**src/rtl/icache.sv**
```systemverilog
// Direct-mapped instruction cache between the fetch stage and the memory controller.
// A miss requests one whole line from the memory controller. The filled line is
// never forwarded to fetch; the fetch stage re-issues its request and then hits.
//
// state | meaning
// ------+-----------------------------------------------------------------
// IDLE  | accepting lookups; a hit answers one cycle later
// FILL  | line request outstanding; mc_en/mc_pc held until mc_done
module icache #(
    parameter int LINE_BYTES = 16,
    parameter int LINES      = 16
) (
    input  logic                    clk,
    input  logic                    rst,
    input  logic                    rdy,
    input  logic                    rollback,
    input  logic                    fetch_en,
    input  logic [31:0]             fetch_pc,
    output logic                    fetch_done,
    output logic [31:0]             fetch_inst,
    output logic                    mc_en,
    output logic [31:0]             mc_pc,
    input  logic                    mc_done,
    input  logic [8*LINE_BYTES-1:0] mc_data
);

    localparam int OFF_BITS  = $clog2(LINE_BYTES);
    localparam int WORD_BITS = OFF_BITS - 2;
    localparam int IDX_BITS  = $clog2(LINES);
    localparam int TAG_BITS  = 32 - OFF_BITS - IDX_BITS;
    localparam int LINE_W    = 8 * LINE_BYTES;

    typedef enum logic {
        IDLE = 1'b0,
        FILL = 1'b1
    } state_t;

    state_t               state;
    logic [LINES-1:0]     valid;
    logic [TAG_BITS-1:0]  tag_mem  [LINES];
    logic [LINE_W-1:0]    data_mem [LINES];

    // Index and tag of the outstanding miss, so fetch_pc may wander during FILL.
    logic [IDX_BITS-1:0]  fill_idx;
    logic [TAG_BITS-1:0]  fill_tag;

    logic [IDX_BITS-1:0]  req_idx;
    logic [TAG_BITS-1:0]  req_tag;
    logic [WORD_BITS-1:0] req_word;
    logic [LINE_W-1:0]    line_rd;
    logic [31:0]          word_rd;
    logic                 hit;
    logic                 lookup;
    logic                 fill_commit;
    logic                 unused_pc_bits;

    // Split the request address into index, tag and word select.
    assign req_idx        = fetch_pc[OFF_BITS +: IDX_BITS];
    assign req_tag        = fetch_pc[31 -: TAG_BITS];
    assign req_word       = fetch_pc[2 +: WORD_BITS];
    assign unused_pc_bits = ^fetch_pc[1:0];

    // Read the indexed line and pick out the requested word.
    assign line_rd = data_mem[req_idx];
    assign word_rd = line_rd[{req_word, 5'd0} +: 32];
    assign hit     = valid[req_idx] && (tag_mem[req_idx] == req_tag);

    // A lookup is skipped during a flush and in the cycle fetch_done is high.
    assign lookup      = (state == IDLE) && fetch_en && !rollback && !fetch_done;
    assign fill_commit = (state == FILL) && mc_done;

    // Controller: lookup/miss handling, fill tracking, valid bits and registered outputs.
    always_ff @(posedge clk) begin
        if (rst) begin
            state      <= IDLE;
            valid      <= '0;
            fetch_done <= 1'b0;
            fetch_inst <= '0;
            mc_en      <= 1'b0;
            mc_pc      <= '0;
            fill_idx   <= '0;
            fill_tag   <= '0;
        end else if (rdy) begin
            case (state)
                IDLE: begin
                    fetch_done <= 1'b0;
                    if (lookup) begin
                        if (hit) begin
                            fetch_done <= 1'b1;
                            fetch_inst <= word_rd;
                        end else begin
                            state    <= FILL;
                            mc_en    <= 1'b1;
                            mc_pc    <= {fetch_pc[31:OFF_BITS], {OFF_BITS{1'b0}}};
                            fill_idx <= req_idx;
                            fill_tag <= req_tag;
                        end
                    end
                end
                FILL: begin
                    // A flush here is deliberately ignored: the burst cannot be aborted.
                    if (mc_done) begin
                        valid[fill_idx] <= 1'b1;
                        mc_en           <= 1'b0;
                        state           <= IDLE;
                    end
                end
                default: state <= IDLE;
            endcase
        end
    end

    // Line storage: written only when a fill completes; contents are don't-care until valid.
    always_ff @(posedge clk) begin
        if (!rst && rdy && fill_commit) begin
            data_mem[fill_idx] <= mc_data;
            tag_mem[fill_idx]  <= fill_tag;
        end
    end

endmodule

```
**config.mk**
```make
export PLATFORM = sky130hd
export DESIGN_NAME = icache
export DESIGN_NICKNAME = d
export VERILOG_FILES = /design/src/rtl/icache.sv
export SDC_FILE = /design/constraint.sdc
export NUM_CORES = 2
export LEC_CHECK = 0
export BUFFER_PORTS_ARGS = -buffer_cell sky130_fd_sc_hd__buf_2
export CAP_MARGIN = 10
export CORE_AREA = 3 3 529 531
export DETAILED_ROUTE_END_ITERATION = 10
export DIE_AREA = 0 0 532 534
export GPL_ROUTABILITY_DRIVEN = 0
export GPL_TIMING_DRIVEN = 0
export PLACE_DENSITY_LB_ADDON = 0.3
export SYNTH_ARGS = -nofsm -noshare
export SYNTH_HDL_FRONTEND = slang
export SYNTH_SLANG_ARGS = --single-unit
```
**constraint.sdc**
```tcl
create_clock -name clk -period 13.7 [get_ports clk]
set_input_delay 3.425 -clock clk [delete_from_list [all_inputs] [get_ports clk]]
set_output_delay 3.425 -clock clk [all_outputs]
set_load 0.005 [all_outputs]
```
==> flow_summary.ini <==
[synthesis]
synth_cell_type_count = 57
async_flop_share_pct = 0
synth-seq-area-share_pct = 77.5
ys_warn_count = 0
synth_edf_count = 2432
ys.flop_type = edfxtp_1
syn-instance-count = 4039
syn_area_mm2 = 0.0963
ys_seq_elements = 2511
avgSynthCellArea_um2 = 23.8

[global_routing]
met2_usage_pct = 30.0
globalRouteOverflowTotal = 0
top_usage_layer = met2
met1_usage_pct = 26.3
grt_pass1_wl_um = 377000
grtUsageTotal_pct = 18.7
grt_pass1_vias = 47400
met3_usage_pct = 3.84
grt_start_max_net_pins = 22
grt_antenna_before_repair = 84

[worst_hold_path]
hold_path.startpoint = valid[4]
min_to = valid[4]
hold_class = reg -> reg
holdPathStages = 1

[detailed_routing]
first_pass_iters = 5
drtIter0Drc = 5468
wirelength_um = 269000
wire_per_inst_um = 31.2
drc = 0
vias = 47100
via_per_inst = 5.48
postRouteAntennaNets = 0

[layout]
syn_to_final_growth_pct = 17.8
design_area_mm2 = 0.113
final_cell_mix = edfxtp_1 (2432), mux4_2 (748), buf_2 (299)
nets = 4828
fin_util_pct = 41.1
drive_gt1_share_pct = 33.1
final_common_cell = edfxtp_1

[clock_network]
ctsLongestPathBuffers = 4
cts_tree = yes
clk_pin_slew_ps = 60
cts_hold_buffers = 0
post-cts-setup-buffers = 0
worstSkewPairLatency_ps = 910
cts_num_sinks = 2511
h-tree-depth = 4
cts_resized = 0
clockRootBuffer = clkbuf_16
cts-buffers-inserted = 245

[power]
p_leak_nw = 35.3
ir_drop_mv = 0.106
cellPowerDensity_mw_per_mm2 = 140

[floorplanning]
initial_core_util_pct = 34.9
floorplan.die.width_um = 532
core-area_mm2 = 0.276
io_pins = 232
dieHeight_um = 534
design.die.area_mm2 = 0.284
row_count = 193

[setup_path]
cp_cell_sequence = buf_2 > buf_6 > buf_6 > buf_2 > buf_2 > buf_2 > clkbuf_1 > clkbuf_1 > mux4_2 > mux4_2 > a211oi_1 > a311oi_1 > mux2_1
slowest_delay_ps = 920
worst_setup_path_end_kind = flop
regToRegSetupSlack_ps = 9730
crit_buf_inv = 8
cp_max_fo = 10
path_class = in -> reg
worst_path_dominant_cell_family = buffers and inverters
timing.rr.start = tag_mem[14][0]
worst_setup_path_start_kind = input port
slowest_stage = a211oi_1
reg2reg_depth = 10
cp.arrival_ps = 9230
rr_endpoint = fetch_inst[20]
required_ps = 14440
cp_common_cell = buf_2

[placement]
port_buffers = 221
hpwl_um = 176000
place_area_mm2 = 0.105

[sta]
slew_headroom_pct = 18.0
fin_crit_ps = 8490
rsz0062_at_grt = no
final-hold-violation-count = 0
fmax_mhz = 118
period_share_pct = 62.0
finalSetupViolations = 0
clock_skew_ps = 60.0
finalMaxSlewViolations = 0
tightestPinTransition_ps = 1230
setup_tns_ps = 0

[job]
max_cap_violations = 0

[outcome]
status = finished clean
[registers in the layout, summed over array words and instances (netlist names)]
| signal | count |
|---|---|
| data_mem | 2048 |
| fetch_done | 1 |
| fetch_inst | 32 |
| fill_idx | 3 |
| fill_tag | 24 |
| mc_en | 1 |
| mc_pc | 1 |
| state | 1 |
| tag_mem | 384 |
| valid | 16 |
[layout make-up]
cell class | count | area (µm²)
antenna | 26 | 65.1
buffer | 239 | 1120
clock buffer | 321 | 6640
clock inverter | 131 | 1290
fill | 23900 | 163000
inverter | 7 | 26.3
multi-input combinational | 1285 | 20700
sequential | 2511 | 74600
tap | 3705 | 4640
timing repair buffer | 373 | 4330
[cells in the mapped netlist, types with 10 or more instances]
| cell type | n | area (µm²) |
|---|---|---|
| edfxtp_1 | 2432 | 73000 |
| nor3b_1 | 25 | 188 |
| clkbuf_1 | 132 | 495 |
| a21oi_1 | 12 | 60.1 |
| mux2i_1 | 72 | 721 |
| nor2_1 | 28 | 105 |
| nor2b_1 | 24 | 150 |
| o311ai_0 | 28 | 245 |
| nand3_1 | 16 | 80.1 |
| o31ai_1 | 30 | 225 |
| nand2_1 | 110 | 413 |
| mux4_2 | 748 | 16800 |
| buf_2 | 78 | 390 |
| xnor2_1 | 15 | 131 |
| a21o_1 | 17 | 128 |
| dfxtp_1 | 79 | 1580 |
| o21ai_0 | 10 | 50.1 |
| a32oi_1 | 30 | 263 |
| buf_6 | 12 | 135 |
[power by group]
part / switching [W] / internal [W] / total, W
Combinational: 0.000448 / 0.000303 / 0.000751
Sequential: 0.0000306 / 0.00842 / 0.00846
Clock: 0.00287 / 0.00383 / 0.00670
[through the flow]
stage	power, W	cells	worst slack (ps)	hold WS, ps
6_report	0.0159	8598	5210	451
5_1_grt	0.0164	8579	5000	475
4_1_cts	0.0160	8563	5140	454
3_5_place_dp	0.00937	8111	4210	440
3_3_place_gp	0.00936	7968	-7670	427
2_1_floorplan	0.00902	4042	2510	421
[worst register-to-register path: cells and delay by family, from the launching register on]
kind                   cells  cell delay, ps
AOI/OAI and AO/OA          1             260
buffers and inverters      2             690
DFF                        1             370
muxes                      3            1100
and+or+nand+nor            4            1380
[per-layer routing]
metal	up-vias	part of all wire (%)	routed length (µm)
met5	-	0.071	192
met4	30	2.3	6100
met3	413	8.0	21600
met2	2035	48	129000
met1	25900	42	112000
li1	18800	-	-
[worst max path at each step]
stage                      startpoint               end  slack [ps]  cells past startpoint
after CTS                 fetch_pc[5]    fetch_inst[23]        5140                     13
after detailed placement  fetch_pc[5]    fetch_inst[23]        4210                     13
after floorplan                   rst    data_mem[1][0]        2510                      3
after global placement            rst  data_mem[13][73]       -7670                      4
after global routing      fetch_pc[5]    fetch_inst[23]        5000                     13
final                     fetch_pc[5]    fetch_inst[23]        5210                     13
[logic make-up (layout without fill, tap and decap cells)]
| kind of cell | count (synthesis) | in the layout | share of synthesized area (%) |
|---|---|---|---|
| AOI/OAI and AO/OA | 181 | 181 | 1.45 |
| muxes | 837 | 837 | 18.5 |
| DFF | 2511 | 2511 | 77.5 |
| xor gates and xnor gates | 23 | 23 | 0.209 |
| other | 1 | 30 | 0.00389 |
| buffers and inverters | 246 | 1071 | 1.18 |
| and+or+nand+nor | 240 | 240 | 1.23 |
Power figures use the tool's default switching activity.
